**config.mk**
```make
export PLATFORM = sky130hd
export DESIGN_NAME = muldiv_sequencer
export DESIGN_NICKNAME = d
export VERILOG_FILES = /design/src/rtl/muldiv_sequencer.sv
export SDC_FILE = /design/constraint.sdc
export NUM_CORES = 1
export LEC_CHECK = 0
export CAP_MARGIN = 0
export CORE_MARGIN = 10
export CORE_UTILIZATION = 50
export CTS_CLUSTER_SIZE = 16
export DETAILED_ROUTE_END_ITERATION = 7
export PLACE_DENSITY = 0.77
export REMOVE_ABC_BUFFERS = 1
export SLEW_MARGIN = 5
export SYNTH_ARGS = -nofsm -noshare
export SYNTH_HDL_FRONTEND = slang
export SYNTH_SLANG_ARGS = --single-unit
```
**constraint.sdc**
```tcl
create_clock -name clk -period 7.15 [get_ports clk]
set_input_delay 0.715 -clock clk [delete_from_list [all_inputs] [get_ports clk]]
set_output_delay 0.715 -clock clk [all_outputs]
set_load 0.005 [all_outputs]
```
**src/rtl/muldiv_sequencer.sv**
```systemverilog
// muldiv_sequencer
//   Multi-cycle sequencer for the unsigned multiply/divide unit. It owns the
//   architectural HI/LO registers. MULTU uses an iterative shift-add and DIVU
//   uses a restoring divide, one bit per cycle. While a result is pending,
//   any muldiv-class instruction is held off with a stall request. MFHI and
//   MFLO read HI/LO combinationally on mf_out.
//
//   Optional build macro: MULDIV_EARLY_OUT_EN
//     defined   - MULTU finishes once the remaining multiplier bits are zero
//     undefined - MULTU always takes WIDTH cycles
//
//   Ports
//     clk          in   rising-edge clock
//     rst_n        in   asynchronous active-low reset
//     start        in   instruction issue valid
//     alu_ctrl     in   issued ALU control (MULTU/DIVU/MFHI/MFLO acted on)
//     a            in   multiplicand / dividend
//     b            in   multiplier / divisor
//     stall        out  hold request: muldiv-class op issued while busy
//     busy         out  operation in flight
//     hi, lo       out  architectural HI / LO
//     mf_out       out  hi for MFHI, lo for MFLO, else 0
//     div_by_zero  out  one-cycle pulse when a divide by zero completes

typedef enum logic [3:0] {
    ADDac   = 4'd0,
    SUBac   = 4'd1,
    ANDac   = 4'd2,
    ORac    = 4'd3,
    XORac   = 4'd4,
    SLTac   = 4'd5,
    SLLac   = 4'd6,
    SRLac   = 4'd7,
    LUIac   = 4'd8,
    MULTUac = 4'd9,
    DIVUac  = 4'd10,
    MFHIac  = 4'd11,
    MFLOac  = 4'd12
} alu_ctrl_t;

module muldiv_sequencer #(
    parameter int unsigned WIDTH = 32   // 2..64 (6-bit iteration counter)
) (
    input  logic             clk,
    input  logic             rst_n,
    input  logic             start,
    input  alu_ctrl_t        alu_ctrl,
    input  logic [WIDTH-1:0] a,
    input  logic [WIDTH-1:0] b,
    output logic             stall,
    output logic             busy,
    output logic [WIDTH-1:0] hi,
    output logic [WIDTH-1:0] lo,
    output logic [WIDTH-1:0] mf_out,
    output logic             div_by_zero
);

    typedef enum logic [1:0] {
        IDLE = 2'd0,
        MUL  = 2'd1,
        DIV  = 2'd2
    } state_t;

    localparam logic [5:0] CNT_LAST = 6'(WIDTH - 1);

    state_t             state;
    state_t             state_nxt;
    logic [5:0]         cnt;
    // MUL: acc is the running product, mcand the left-shifting multiplicand,
    //      mplier the right-shifting multiplier.
    // DIV: acc = {remainder, dividend/quotient}, mplier holds the divisor.
    logic [2*WIDTH-1:0] acc;
    logic [2*WIDTH-1:0] mcand;
    logic [WIDTH-1:0]   mplier;

    logic [2*WIDTH-1:0] acc_mul;
    logic [WIDTH:0]     shifted;
    logic [WIDTH:0]     diff;
    logic               ge;
    logic [WIDTH-1:0]   rem_nxt;
    logic [WIDTH-1:0]   quo_nxt;
    logic               last_iter;
    logic               mul_last;
    logic               dbz;
    logic               accept;

    // One iteration of each algorithm
    always_comb begin
        acc_mul   = acc + (mplier[0] ? mcand : '0);
        shifted   = {acc[2*WIDTH-1:WIDTH], acc[WIDTH-1]};
        diff      = shifted - {1'b0, mplier};
        ge        = (shifted >= {1'b0, mplier});
        rem_nxt   = ge ? diff[WIDTH-1:0] : shifted[WIDTH-1:0];
        quo_nxt   = {acc[WIDTH-2:0], ge};
        last_iter = (cnt == CNT_LAST);
        dbz       = (mplier == '0);
`ifdef MULDIV_EARLY_OUT_EN
        // Bits above the one consumed this cycle are all zero: nothing left to add.
        mul_last  = last_iter || (mplier[WIDTH-1:1] == '0);
`else
        mul_last  = last_iter;
`endif
    end

    // Issue decode
    always_comb begin
        accept = start && (state == IDLE) &&
                 ((alu_ctrl == MULTUac) || (alu_ctrl == DIVUac));
    end

    // State register
    always_ff @(posedge clk or negedge rst_n) begin
        if (!rst_n) begin
            state <= IDLE;
        end else begin
            state <= state_nxt;
        end
    end

    // Next-state logic
    always_comb begin
        state_nxt = state;
        unique case (state)
            IDLE: begin
                if (accept) begin
                    state_nxt = (alu_ctrl == DIVUac) ? DIV : MUL;
                end
            end
            MUL: begin
                if (mul_last) begin
                    state_nxt = IDLE;
                end
            end
            DIV: begin
                if (dbz || last_iter) begin
                    state_nxt = IDLE;
                end
            end
            default: state_nxt = IDLE;
        endcase
    end

    // Outputs
    always_comb begin
        busy   = (state != IDLE);
        stall  = start && busy &&
                 (alu_ctrl inside {MULTUac, DIVUac, MFHIac, MFLOac});
        mf_out = '0;
        if (alu_ctrl == MFHIac) begin
            mf_out = hi;
        end else if (alu_ctrl == MFLOac) begin
            mf_out = lo;
        end
    end

    // Datapath and architectural HI/LO; HI/LO only move on the completion edge
    always_ff @(posedge clk or negedge rst_n) begin
        if (!rst_n) begin
            cnt         <= '0;
            acc         <= '0;
            mcand       <= '0;
            mplier      <= '0;
            hi          <= '0;
            lo          <= '0;
            div_by_zero <= 1'b0;
        end else begin
            div_by_zero <= 1'b0;
            unique case (state)
                IDLE: begin
                    if (accept) begin
                        cnt    <= '0;
                        mcand  <= {{WIDTH{1'b0}}, a};
                        mplier <= b;
                        acc    <= (alu_ctrl == DIVUac) ? {{WIDTH{1'b0}}, a} : '0;
                    end
                end
                MUL: begin
                    acc    <= acc_mul;
                    mcand  <= mcand << 1;
                    mplier <= mplier >> 1;
                    cnt    <= cnt + 6'd1;
                    if (mul_last) begin
                        hi <= acc_mul[2*WIDTH-1:WIDTH];
                        lo <= acc_mul[WIDTH-1:0];
                    end
                end
                DIV: begin
                    if (dbz) begin
                        // Dividend is still untouched in the low half of acc.
                        hi          <= acc[WIDTH-1:0];
                        lo          <= '1;
                        div_by_zero <= 1'b1;
                    end else begin
                        acc <= {{WIDTH{1'b0}}, quo_nxt} | {rem_nxt, {WIDTH{1'b0}}};
                        cnt <= cnt + 6'd1;
                        if (last_iter) begin
                            hi <= rem_nxt;
                            lo <= quo_nxt;
                        end
                    end
                end
                default: ;
            endcase
        end
    end

endmodule

```
After elaboration in Yosys (flattened, before gate mapping)
Cells that the tools add are included.
{"block": "totals", "reg_bits": 233, "out_inout_bits": 99}
{"block": "op_classes", "add_sub_neg": 3, "magnitude_cmp": 1, "eq_ne": 12, "n_mux": 30, "n_bitwise": 1, "reduce_logical": 17}
{"op": "2-to-1 mux 32 bit", "count": 11}
{"op": "2-to-1 mux 64 bit", "count": 4}
{"op": "case mux 32 bit (2 select lines)", "count": 3}
{"op": "case mux 64 bit (3 select lines)", "count": 1}
{"op": "case mux 64 bit (2 select lines)", "count": 1}
{"op": "adder 64 bit", "count": 1}
{"op": "OR 32 x 64 -> 64 bit", "count": 1}
{"op": "greater-or-equal comparator 33 x 32 -> 1 bit", "count": 1}
{"op": "zero test 32 bit", "count": 1}
{"op": "subtractor 32 bit", "count": 1}
{"op": "case mux 6 bit (3 select lines)", "count": 1}
{"op": "== test 4 bit (second input constant)", "count": 4}
{"op": "2-to-1 mux 6 bit", "count": 2}
{"op": "AND reduction 3 bit", "count": 3}
{"op": "2-to-1 mux 2 bit", "count": 4}
{"op": "!= test 2 bit (second input constant)", "count": 4}
{"op": "adder 6 x 1 -> 6 bit (second input constant)", "count": 1}
{"op": "== test 6 x 5 -> 1 bit (second input constant)", "count": 1}
{"op": "case mux 2 bit (3 select lines)", "count": 1}
{"op": "nonzero test 2 bit", "count": 3}
{"op": "logical AND 1 bit", "count": 4}
{"op": "nonzero test 4 bit", "count": 1}
{"op": "!= test 3 bit (second input constant)", "count": 1}
{"op": "nonzero test 3 bit", "count": 1}
{"op": "6 further kinds", "count": 8}

Depth between registers and ports, before layout
{"block": "depth", "ltp_word": 5, "mapped_depth": 15, "mapped_depth_nobuf": 14}

Worst setup path before layout
OpenSTA, ideal clock, no wires.
{"block": "synth_timing", "kind": "register to register", "from": "reg mplier[0]", "to": "reg hi[28]", "t_arrival_ns": 3.531, "slack_ns": 3.482, "path_stages_with_launch": 16, "n_path_buf": 2, "period_less_slack_ns": 3.668, "path_cell_list": "dfrtp_1 clkbuf_1 clkbuf_1 and2_1 ha_1 fa_1 a21oi_2 o22ai_1 o41a_1 a31oi_1 o2111a_1 nor2_2 a21o_1 a221o_1 mux2i_1 o211ai_1"}
{"block": "synth_via", "elab_chain_len": 5, "elab_cells_between_ends": 12, "classes_between": "add/sub: 2; order compare: 1; eq/ne: 1; mux: 6; reduce/logical: 2"}
{"element": "start: declaration", "line": "74", "text": "logic [WIDTH-1:0] mplier;"}
{"element": "start signal: assignment", "line": "180", "text": "mplier <= mplier >> 1;"}
{"element": "subtractor 32 bit / greater-or-equal comparator 33 x 32 -> 1 bit (equally long branches)", "line": "91, 92"}
{"element": "2-to-1 mux 32 bit", "line": "93", "text": "rem_nxt = ge ? diff[WIDTH-1:0] : shifted[WIDTH-1:0];"}
{"element": "2-to-1 mux 32 bit", "line": "196", "text": "if (last_iter) begin"}
{"element": "2-to-1 mux 32 bit", "line": "188", "text": "if (dbz) begin"}
{"element": "case mux 32 bit (2 select lines)", "line": "168", "text": "unique case (state)"}
{"element": "end signal: assignment", "line": "183", "text": "hi <= acc_mul[2*WIDTH-1:WIDTH];"}
{"element": "end signal: assignment", "line": "190", "text": "hi <= acc[WIDTH-1:0];"}
{"element": "end signal: assignment", "line": "197", "text": "hi <= rem_nxt;"}
{"element": "end: declaration", "line": "52", "text": "output logic [WIDTH-1:0] hi,"}
Several ways; a longest one is shown, not always the timed one. The select of a mux whose other input is x is not followed.
A chain may end at the register's enable or synchronous reset.

Final worst setup path
{"block": "layout_timing", "from": "reg mplier[0]", "to": "reg hi[25]"}
Same word-level chain as after synthesis.

==> run metrics <==
status finished, final reports clean; fraction of registers with async set/reset 100%; total congestion overflow 0; most frequent cell after synthesis nand2_1; Rows 68; Final Slew Violations 0; Place WS 2540 ps; CP required 7560 ps; post-DP HPWL 46,500 um; Hold Vio Cnt, Final 0; aggregate global-route resource usage 28.3%; Post-synth EDFFs 0; CP endpoint kind flip-flop; critical path type reg -> reg; Setup Viol. Count Final 0; Netlist cell types 84; Design Power 6830 uW; Boundary Pins 170; syn avg cell area 8.39 um^2; detail-routed via count per cell 6.39; TritonCTS clock tree yes; Synth Area in XOR/XNOR 4.45%; Worst-Margin Slew 1250 ps; largest family of logic cells by synthesized area compound AO/OA/AOI/OAI gates; hold slack 139 ps; IO buf count 169; arrival time worst endpoint 5120 ps; crit path cell chain buf_4 -> ha_1 -> nand2b_1 -> a211oi_1 -> o2111ai_1 -> nand3_1 -> a211oi_2 -> o21a_2 -> o21ai_0 -> a221oi_1 -> o21ai_0; CTS Root Cell clkbuf_16; Critical R2R Capture hi[25]; post-synthesis sequential area ratio 33.3%; vias 16.9k; Cells after Synth 2,086; worst r2r path cells 11; flop and latch count out of synthesis 233; top cell type's share of synthesized area 33.3%; Die H 207 um; Commonest cells post-synth 235 x nand2_1, 233 x dfrtp_1, 183 x nor2_1; Setup crit start kind flip-flop; top post-synthesis cells by area dfrtp_1 33%, ha_1 7.1%, o21ai_0 5.1%; Max-slew headroom 16.7%; layout cells sized above 1 5.03%; overall routed net length 63,400 um; Residual DRC 0; fin crit share 65.9%; CTS resizes 0; Final Non-Filler Cells 2,643; Crit path depth 11; type of the most critical hold path in -> async; GPL Wtd Cong 1.00; Pleak 0.00921 uW; Die Footprint 42,900 um^2; H-tree levels 1; critical path startpoint mplier[0]; Diodes inserted 0; Num CTS Buffers 28; RSZ-0062 raised after global routing false; Simple-Gate Fraction of Synth Area 16.8%; Die Wd 207 um; Yosys top cell by area dfrtp_1; setup repair bufs after CTS 0; P per Cell Area 334 nW/um^2; clock buffer depth 3; largest net degree at the start of global routing 140; slowest CP cell o21a_2; clock latency on the worst-skew pair 560 ps; post-route ant nets 0; filler instances 3,142; Worst-path clk slew 60 ps; slowest stage delay, CP 990 ps; Critical path buffers and inverters 1; first-pass GRT wire length 99,300 um; Starting Density 50.7%; post-synthesis mux area share 5.31%; clk sink count 233; VDD IR max 0.000283 V; vias in the first global route 16.4k; routed length per instance 24.0 um; max cap viols 0; mapped cell area 17,500 um^2; compound-gate portion of the synthesized area 28.4%; Post-CTS Hold Buffers 0; DP Cell Count 2,591; Peak Freq 212 MHz; fin nets 2,338; drt pass-1 iters 6; Synth Warn # 0; core area 34,500 um^2; Syn-to-layout area delta 16.9%; min Tclk post-route 4710 ps; crit-path max FO 45; Initial DRC Count 1,801; adder-cell share of the synthesized area 7.30%; ys flop type dfrtp_1; flop-to-flop setup slack 2440 ps; CP dominant cell by count o21ai_0; CP top delay family compound AO/OA/AOI/OAI gates; CP endpoint hi[25]; skew final 9.47 ps; worst setup margin 2440 ps; setup TNS 0 ps; initial antenna violation count 0; reg-to-reg critical path startpoint mplier[0]
routing by layer:
metal | GRT usage [%] | share of wire (%) | up-vias
met5 | 0 | 0 | -
met2 | 46.7 | 47 | 722
li1 | - | - | 7830
met3 | 4.12 | 7.6 | 94
met1 | 38.5 | 43 | 8241
met4 | 5.69 | 2.1 | 0
cell families (layout without fill, tap and decap cells):
logic type / after synthesis / after routing
muxes: 92 / 92
xor gates and xnor gates: 89 / 89
buffers and inverters: 197 / 299
adders and majority gates: 101 / 101
AOI/OAI and AO/OA: 734 / 734
and+or+nand+nor: 640 / 640
DFF: 233 / 233
placed cells by master, fill, tap and decap left out, types with 14 or more instances in the layout:
cell type and count:
nand2_1 235, dfrtp_1 233, nor2_1 182, o21ai_0 177, clkdlybuf4s50_1 168, a21oi_1 138, ha_1 97, a22o_1 91
mux2i_1 85, and2_1 68, a21o_1 60, xnor2_1 60, inv_1 58, a221oi_1 34, nand3_1 30, xor2_1 29
clkbuf_16 29, nor3_1 26, a211oi_1 26, nand4_1 24, o21bai_1 20, a31oi_1 20, o21a_1 19, o22ai_1 19
buf_4 18, o221ai_1 15, a221o_1 14, a22oi_1 14
power breakdown:
group	switching [uW]	total [uW]	internal, uW
Sequential	400	2010	1610
Combinational	2020	3220	1200
Clock	609	1600	989
how the worst min path moves through the flow:
stage / startpoint / endpoint / slack, ps / depth (start not counted)
after floorplan: rst_n / acc[0] / 420 / 0
after global placement: cnt[1] / cnt[1] / 480 / 2
after detailed placement: mcand[26] / mcand[26] / 490 / 2
after CTS: rst_n / cnt[5] / 200 / 1
after global routing: rst_n / cnt[5] / 230 / 1
final: rst_n / cnt[5] / 140 / 1
per-stage QoR:
stage | instance area (um^2) | util [%]
global route | 20500 | 59.3
CTS | 20500 | 59.3
finish | 20500 | 59.3
detailed placement | 19400 | 56.3
global placement | 19400 | 56.3
floorplan | 16900 | -
flip-flops by register name (all words and copies together), names as in the netlist:
signal,count
mplier,32
lo,32
acc,64
cnt,6
state,2
mcand,64
div_by_zero,1
hi,32
layout make-up:
cell class                      instances  area (um^2)  area share [%]
Clock buffer                           39          833            4.07
Clock inverter                         13          198           0.966
Inverter                               59          221            1.08
Multi-Input combinational cell       1656        11000            53.6
Sequential cell                       233         5830            28.5
Tap cell                              455          569            2.78
Timing Repair Buffer                  188         1850            9.05
(Power assumes the default switching activity.)
